$ cat config.mk
export PLATFORM = sky130hd
export DESIGN_NAME = byte_sub
export DESIGN_NICKNAME = d
export VERILOG_FILES = /design/src/rtl/aes_pkg.sv /design/src/rtl/aes_sbox.sv /design/src/rtl/byte_sub.sv
export SDC_FILE = /design/constraint.sdc
export NUM_CORES = 2
export LEC_CHECK = 0
export ABC_AREA = 1
export BUFFER_PORTS_ARGS = -buffer_cell sky130_fd_sc_hd__buf_2
export CELL_PAD_IN_SITES_DETAIL_PLACEMENT = 1
export CELL_PAD_IN_SITES_GLOBAL_PLACEMENT = 1
export CORE_ASPECT_RATIO = 1.1
export CORE_UTILIZATION = 30
export CTS_BUF_LIST = sky130_fd_sc_hd__clkbuf_8
export CTS_CLUSTER_DIAMETER = 100
export DETAILED_ROUTE_END_ITERATION = 8
export PLACE_DENSITY = 0.63
export SKIP_LAST_GASP = 1
export SLEW_MARGIN = 10
export SYNTH_ARGS = -nofsm -noshare
export SYNTH_HDL_FRONTEND = slang
export SYNTH_SLANG_ARGS = --single-unit
$ cat constraint.sdc
create_clock -name clk -period 8.14 [get_ports clk]
set_clock_uncertainty 0.2 [all_clocks]
set_input_delay 0.407 -clock clk [delete_from_list [all_inputs] [get_ports clk]]
set_output_delay 0.407 -clock clk [all_outputs]
set_load 0.01 [all_outputs]
$ cat src/rtl/aes_pkg.sv
// Shared AES constants: state geometry and the FIPS-197 forward S-box.
// Used by aes_sbox and byte_sub (optional input stage: BYTE_SUB_PIPE_EN).
package aes_pkg;

    localparam int STATE_W = 128;
    localparam int LANES   = 16;

    // Forward S-box, indexed by the input byte (row = high nibble).
    localparam logic [7:0] SBOX_TABLE [0:255] = '{
        8'h63, 8'h7c, 8'h77, 8'h7b, 8'hf2, 8'h6b, 8'h6f, 8'hc5,
        8'h30, 8'h01, 8'h67, 8'h2b, 8'hfe, 8'hd7, 8'hab, 8'h76,
        8'hca, 8'h82, 8'hc9, 8'h7d, 8'hfa, 8'h59, 8'h47, 8'hf0,
        8'had, 8'hd4, 8'ha2, 8'haf, 8'h9c, 8'ha4, 8'h72, 8'hc0,
        8'hb7, 8'hfd, 8'h93, 8'h26, 8'h36, 8'h3f, 8'hf7, 8'hcc,
        8'h34, 8'ha5, 8'he5, 8'hf1, 8'h71, 8'hd8, 8'h31, 8'h15,
        8'h04, 8'hc7, 8'h23, 8'hc3, 8'h18, 8'h96, 8'h05, 8'h9a,
        8'h07, 8'h12, 8'h80, 8'he2, 8'heb, 8'h27, 8'hb2, 8'h75,
        8'h09, 8'h83, 8'h2c, 8'h1a, 8'h1b, 8'h6e, 8'h5a, 8'ha0,
        8'h52, 8'h3b, 8'hd6, 8'hb3, 8'h29, 8'he3, 8'h2f, 8'h84,
        8'h53, 8'hd1, 8'h00, 8'hed, 8'h20, 8'hfc, 8'hb1, 8'h5b,
        8'h6a, 8'hcb, 8'hbe, 8'h39, 8'h4a, 8'h4c, 8'h58, 8'hcf,
        8'hd0, 8'hef, 8'haa, 8'hfb, 8'h43, 8'h4d, 8'h33, 8'h85,
        8'h45, 8'hf9, 8'h02, 8'h7f, 8'h50, 8'h3c, 8'h9f, 8'ha8,
        8'h51, 8'ha3, 8'h40, 8'h8f, 8'h92, 8'h9d, 8'h38, 8'hf5,
        8'hbc, 8'hb6, 8'hda, 8'h21, 8'h10, 8'hff, 8'hf3, 8'hd2,
        8'hcd, 8'h0c, 8'h13, 8'hec, 8'h5f, 8'h97, 8'h44, 8'h17,
        8'hc4, 8'ha7, 8'h7e, 8'h3d, 8'h64, 8'h5d, 8'h19, 8'h73,
        8'h60, 8'h81, 8'h4f, 8'hdc, 8'h22, 8'h2a, 8'h90, 8'h88,
        8'h46, 8'hee, 8'hb8, 8'h14, 8'hde, 8'h5e, 8'h0b, 8'hdb,
        8'he0, 8'h32, 8'h3a, 8'h0a, 8'h49, 8'h06, 8'h24, 8'h5c,
        8'hc2, 8'hd3, 8'hac, 8'h62, 8'h91, 8'h95, 8'he4, 8'h79,
        8'he7, 8'hc8, 8'h37, 8'h6d, 8'h8d, 8'hd5, 8'h4e, 8'ha9,
        8'h6c, 8'h56, 8'hf4, 8'hea, 8'h65, 8'h7a, 8'hae, 8'h08,
        8'hba, 8'h78, 8'h25, 8'h2e, 8'h1c, 8'ha6, 8'hb4, 8'hc6,
        8'he8, 8'hdd, 8'h74, 8'h1f, 8'h4b, 8'hbd, 8'h8b, 8'h8a,
        8'h70, 8'h3e, 8'hb5, 8'h66, 8'h48, 8'h03, 8'hf6, 8'h0e,
        8'h61, 8'h35, 8'h57, 8'hb9, 8'h86, 8'hc1, 8'h1d, 8'h9e,
        8'he1, 8'hf8, 8'h98, 8'h11, 8'h69, 8'hd9, 8'h8e, 8'h94,
        8'h9b, 8'h1e, 8'h87, 8'he9, 8'hce, 8'h55, 8'h28, 8'hdf,
        8'h8c, 8'ha1, 8'h89, 8'h0d, 8'hbf, 8'he6, 8'h42, 8'h68,
        8'h41, 8'h99, 8'h2d, 8'h0f, 8'hb0, 8'h54, 8'hbb, 8'h16
    };

    function automatic logic [7:0] sbox(input logic [7:0] value);
        return SBOX_TABLE[value];
    endfunction

endpackage

$ cat src/rtl/aes_sbox.sv
// Single-byte combinational forward S-box lookup; one instance per state lane.
module aes_sbox
    import aes_pkg::*;
(
    input  logic [7:0] byte_val,
    output logic [7:0] sub_val
);

    assign sub_val = sbox(byte_val);

endmodule

$ cat src/rtl/byte_sub.sv
// AES SubBytes: 16 independent S-box lanes feeding a registered output.
// Defining BYTE_SUB_PIPE_EN adds an input register stage (latency 2 instead of 1).
module byte_sub
    import aes_pkg::*;
(
    input  logic               clk,
    input  logic               rst,
    input  logic               in_valid,
    input  logic [STATE_W-1:0] data,
    output logic [STATE_W-1:0] sb,
    output logic               out_valid
);

    logic [STATE_W-1:0] lookup_data;
    logic [STATE_W-1:0] lookup_sb;
    logic               lookup_valid;

`ifdef BYTE_SUB_PIPE_EN
    logic [STATE_W-1:0] data_q;
    logic               valid_q;

    // Input stage registers the raw word so the lookup gets a full cycle.
    always_ff @(posedge clk or posedge rst) begin
        if (rst) begin
            data_q  <= '0;
            valid_q <= 1'b0;
        end else begin
            data_q  <= data;
            valid_q <= in_valid;
        end
    end

    assign lookup_data  = data_q;
    assign lookup_valid = valid_q;
`else
    assign lookup_data  = data;
    assign lookup_valid = in_valid;
`endif

    for (genvar i = 0; i < LANES; i++) begin : g_lane
        aes_sbox u_sbox (
            .byte_val (lookup_data[8*i +: 8]),
            .sub_val  (lookup_sb[8*i +: 8])
        );
    end

    // The output captures every cycle; sb is meaningful only while out_valid is high.
    always_ff @(posedge clk or posedge rst) begin
        if (rst) begin
            sb        <= '0;
            out_valid <= 1'b0;
        end else begin
            sb        <= lookup_sb;
            out_valid <= lookup_valid;
        end
    end

endmodule

==> flow_metrics.py <==
metrics = {
    "outcome": {
        "status": "complete, no violations",
    },
    "cells_and_area": {
        "final_util_pct": 31.8,
        "finalInstanceArea_sq_mm": 0.0509,
        "finalNonFillerCells": 11800,
        "drive_gt1_share_pct": 4.52,
        "fillers": 22900,
        "nets": 10100,
        "areaGrowthSynthToFinish_pct": 5.27,
    },
    "setup_path": {
        "cpPeakStageDelay_ns": 0.57,
        "crit_fanout": 11,
        "critical-path-slowest-cell": "dlygate4sd3_1",
        "crit_arrival_ns": 4.03,
        "worst_ep_required_time_ns": 8.58,
        "crit_buf_inv": 5,
        "crit_chain": "buf_2, inv_1, ha_1, inv_1, nor2_1, nand2_1, o211ai_1, nand3_1, nand3_1, nand3_1, dlygate4sd3_1, nand2_1, dlygate4sd3_1",
        "crit_type": "in -> reg",
        "crit_path_start": "data[96]",
        "cp-start-kind": "input pin",
        "cp_top_family": "buffers and inverters",
        "crit_top_cell": "nand3_1",
        "end_kind": "flip-flop",
    },
    "yosys": {
        "ys_async_sr_fraction_pct": 100,
        "yosys.cell_count.top_type": "nand2_1",
        "ys_top_cells_by_count": "3,559 x nand2_1, 2,689 x nand3_1, 721 x nor2_1",
        "synth_seq_area_share_pct": 6.67,
        "syn_avg_cell_area_sq_um": 4.86,
        "yosys_most_used_dff": "dfrtp_1",
        "synth_nets": 10300,
        "syn_inst": 9959,
        "syn_area_sq_mm": 0.0484,
        "synth_seq_cells": 129,
        "ys_warn_count": 0,
        "synth.top_cell.area_share_pct": 27.8,
        "ys_top_cells_by_area": "nand3_1 28%, nand2_1 28%, dfrtp_1 6.7%, ha_1 6.2%, nor2_1 5.6%",
        "post_synth_num_cell_types": 35,
        "synth_edf_count": 0,
        "yosysTopAreaCell": "nand3_1",
    },
    "clock_network": {
        "cts_root_buf": "clkbuf_8",
        "htree_levels": 4,
        "postCtsSetupBuffers": 0,
        "cts_tree": "built",
        "clkSinkCount": 129,
        "cts_buffer_depth": 2,
        "clk_pin_slew_ns": 0.16,
        "cts_resized": 0,
        "numCtsBuffers": 17,
    },
    "floorplan": {
        "coreArea_sq_mm": 0.160,
        "start_util_pct": 30.2,
        "die_height_um": 423,
        "die_w_um": 385,
        "dieArea_sq_mm": 0.163,
        "rows": 154,
        "io_pins": 260,
    },
    "routing": {
        "antenna_left": 0,
        "wl_mm": 299,
        "dr_wl_met3_mm": 29.6,
        "viasPerCell": 6.24,
        "drt_iter0_drc": 10800,
        "wl_met2_mm": 132,
        "vias": 73900,
        "avgRoutedWirePerCell_um": 25.3,
        "drc": 0,
        "firstDrtPassIters": 6,
        "routed.top_layer": "met5",
        "wl_met1_mm": 117,
    },
    "power": {
        "power_mw": 5.13,
        "vdd_drop_max_v": 0.000124,
        "power_leakage_nw": 26.7,
        "power-per-cell-area_mw_per_mm2": 101,
    },
    "timing": {
        "worst_pin_slew_ns": 1.10,
        "finalCritPeriodShare_pct": 44.1,
        "setup_tns_ns": 0,
        "drv_slew": 0,
        "setup_violations": 0,
        "max-slew-margin-rel_pct": 26.8,
        "max_freq_mhz": 279,
        "rsz0062_at_grt": "no",
        "post-route-min-period_ns": 3.59,
        "finalHoldViolCount": 0,
    },
    "hold_path": {
        "hold_class": "in -> async",
    },
    "grt": {
        "grt_overflow": 0,
        "grt_pass1_vias": 72000,
        "antenna_found_initial": 34,
        "grt_max_degree": 78,
        "grt_pass1_wl_mm": 450,
        "grtUsageTotal_pct": 35.2,
    },
    "placement": {
        "dpl-instance-area_sq_mm": 0.0500,
        "dp_cells": 11700,
        "hpwl_mm": 213,
        "gp_congestion": 1.06,
        "port_buffers": 259,
    },
    "job": {
        "drv_cap": 0,
    },
}
## timing repair
item                                    CTS  global route
hold buffers                             38             0
hold endpoints to repair                200             0
endpoints found under the setup margin    0             0
## through the flow
stage | worst slack, ns | hold slack, ns
floorplan | 4.09 | 0.238
global placement | 4.65 | 0.315
detailed placement | 4.65 | 0.324
CTS | 4.80 | 0.000715
global route | 4.46 | 0.0528
finish | 4.55 | 0.0604
## power by group
group / total [mW] / leakage, nW / internal (mW) / switching (mW)
sequential: 0.775 / 1.54 / 0.725 / 0.0507
combinational: 3.56 / 25.0 / 0.929 / 2.63
clock: 0.797 / 0.218 / 0.350 / 0.447
total: 5.13 / 26.7 / 2.00 / 3.13
## metal layers
layer	global-route usage [%]	vias to the layer above
met3	6.20	1217
met1	44.8	34900
met4	22.4	22
li1	-	32700
met5	0	-
met2	54.6	5031
## cells in the final DEF (no fill, tap or decap), types with 3 or more instances in the layout
cell type / n
clkinvlp_4: 3
or2_2: 12
inv_1: 598
o21ai_0: 517
buf_2: 259
bufinv_16: 4
diode_2: 19
nand3b_1: 17
clkinv_1: 16
inv_2: 40
o21ai_1: 15
buf_4: 81
nand2_1: 3559
clkinv_2: 3
ha_1: 240
o22ai_1: 14
o21a_1: 11
o31ai_1: 3
nand4_1: 112
nor2_1: 721
nor3_1: 27
nand3_1: 2689
nand2_2: 6
dfrtp_1: 129
o211ai_1: 162
a31oi_1: 24
clkbuf_8: 19
nor2_2: 6
dlygate4sd3_1: 38
a21oi_1: 368
## sequential cells by signal, indices dropped and copies added (netlist names)
| signal | count |
|---|---|
| out_valid | 1 |
| sb | 128 |
## kinds of logic after synthesis
group | after synthesis | share of synthesized area (%)
and+or+nand+nor | 7153 | 63.4
DFF | 129 | 6.67
adders and majority gates | 240 | 6.21
AOI/OAI and AO/OA | 1123 | 12.7
buffers and inverters | 1314 | 11.0
## worst paths after layout
path                                     to  slack [ns]  cells past startpoint
worst max-delay path       sb[97]$_DFF_PP0_        4.55                     13
worst min-delay path       sb[88]$_DFF_PP0_        0.06                      3
max in group asynchronous  sb[28]$_DFF_PP0_        6.02                      4
min in group clk           sb[69]$_DFF_PP0_        0.07                      4
## area by class of cell
type | count | area [sq um] | share of cell area [%]
Antenna cell | 19 | 47.5 | 0.0934
Tap cell | 2106 | 2640 | 5.18
Clock inverter | 13 | 184 | 0.361
Sequential cell | 129 | 3230 | 6.34
Inverter | 655 | 2470 | 4.84
Multi-Input combinational cell | 8516 | 39800 | 78.2
Clock buffer | 19 | 262 | 0.514
Timing Repair Buffer | 378 | 2280 | 4.49
Note: power is estimated with default switching activity, not from simulation.
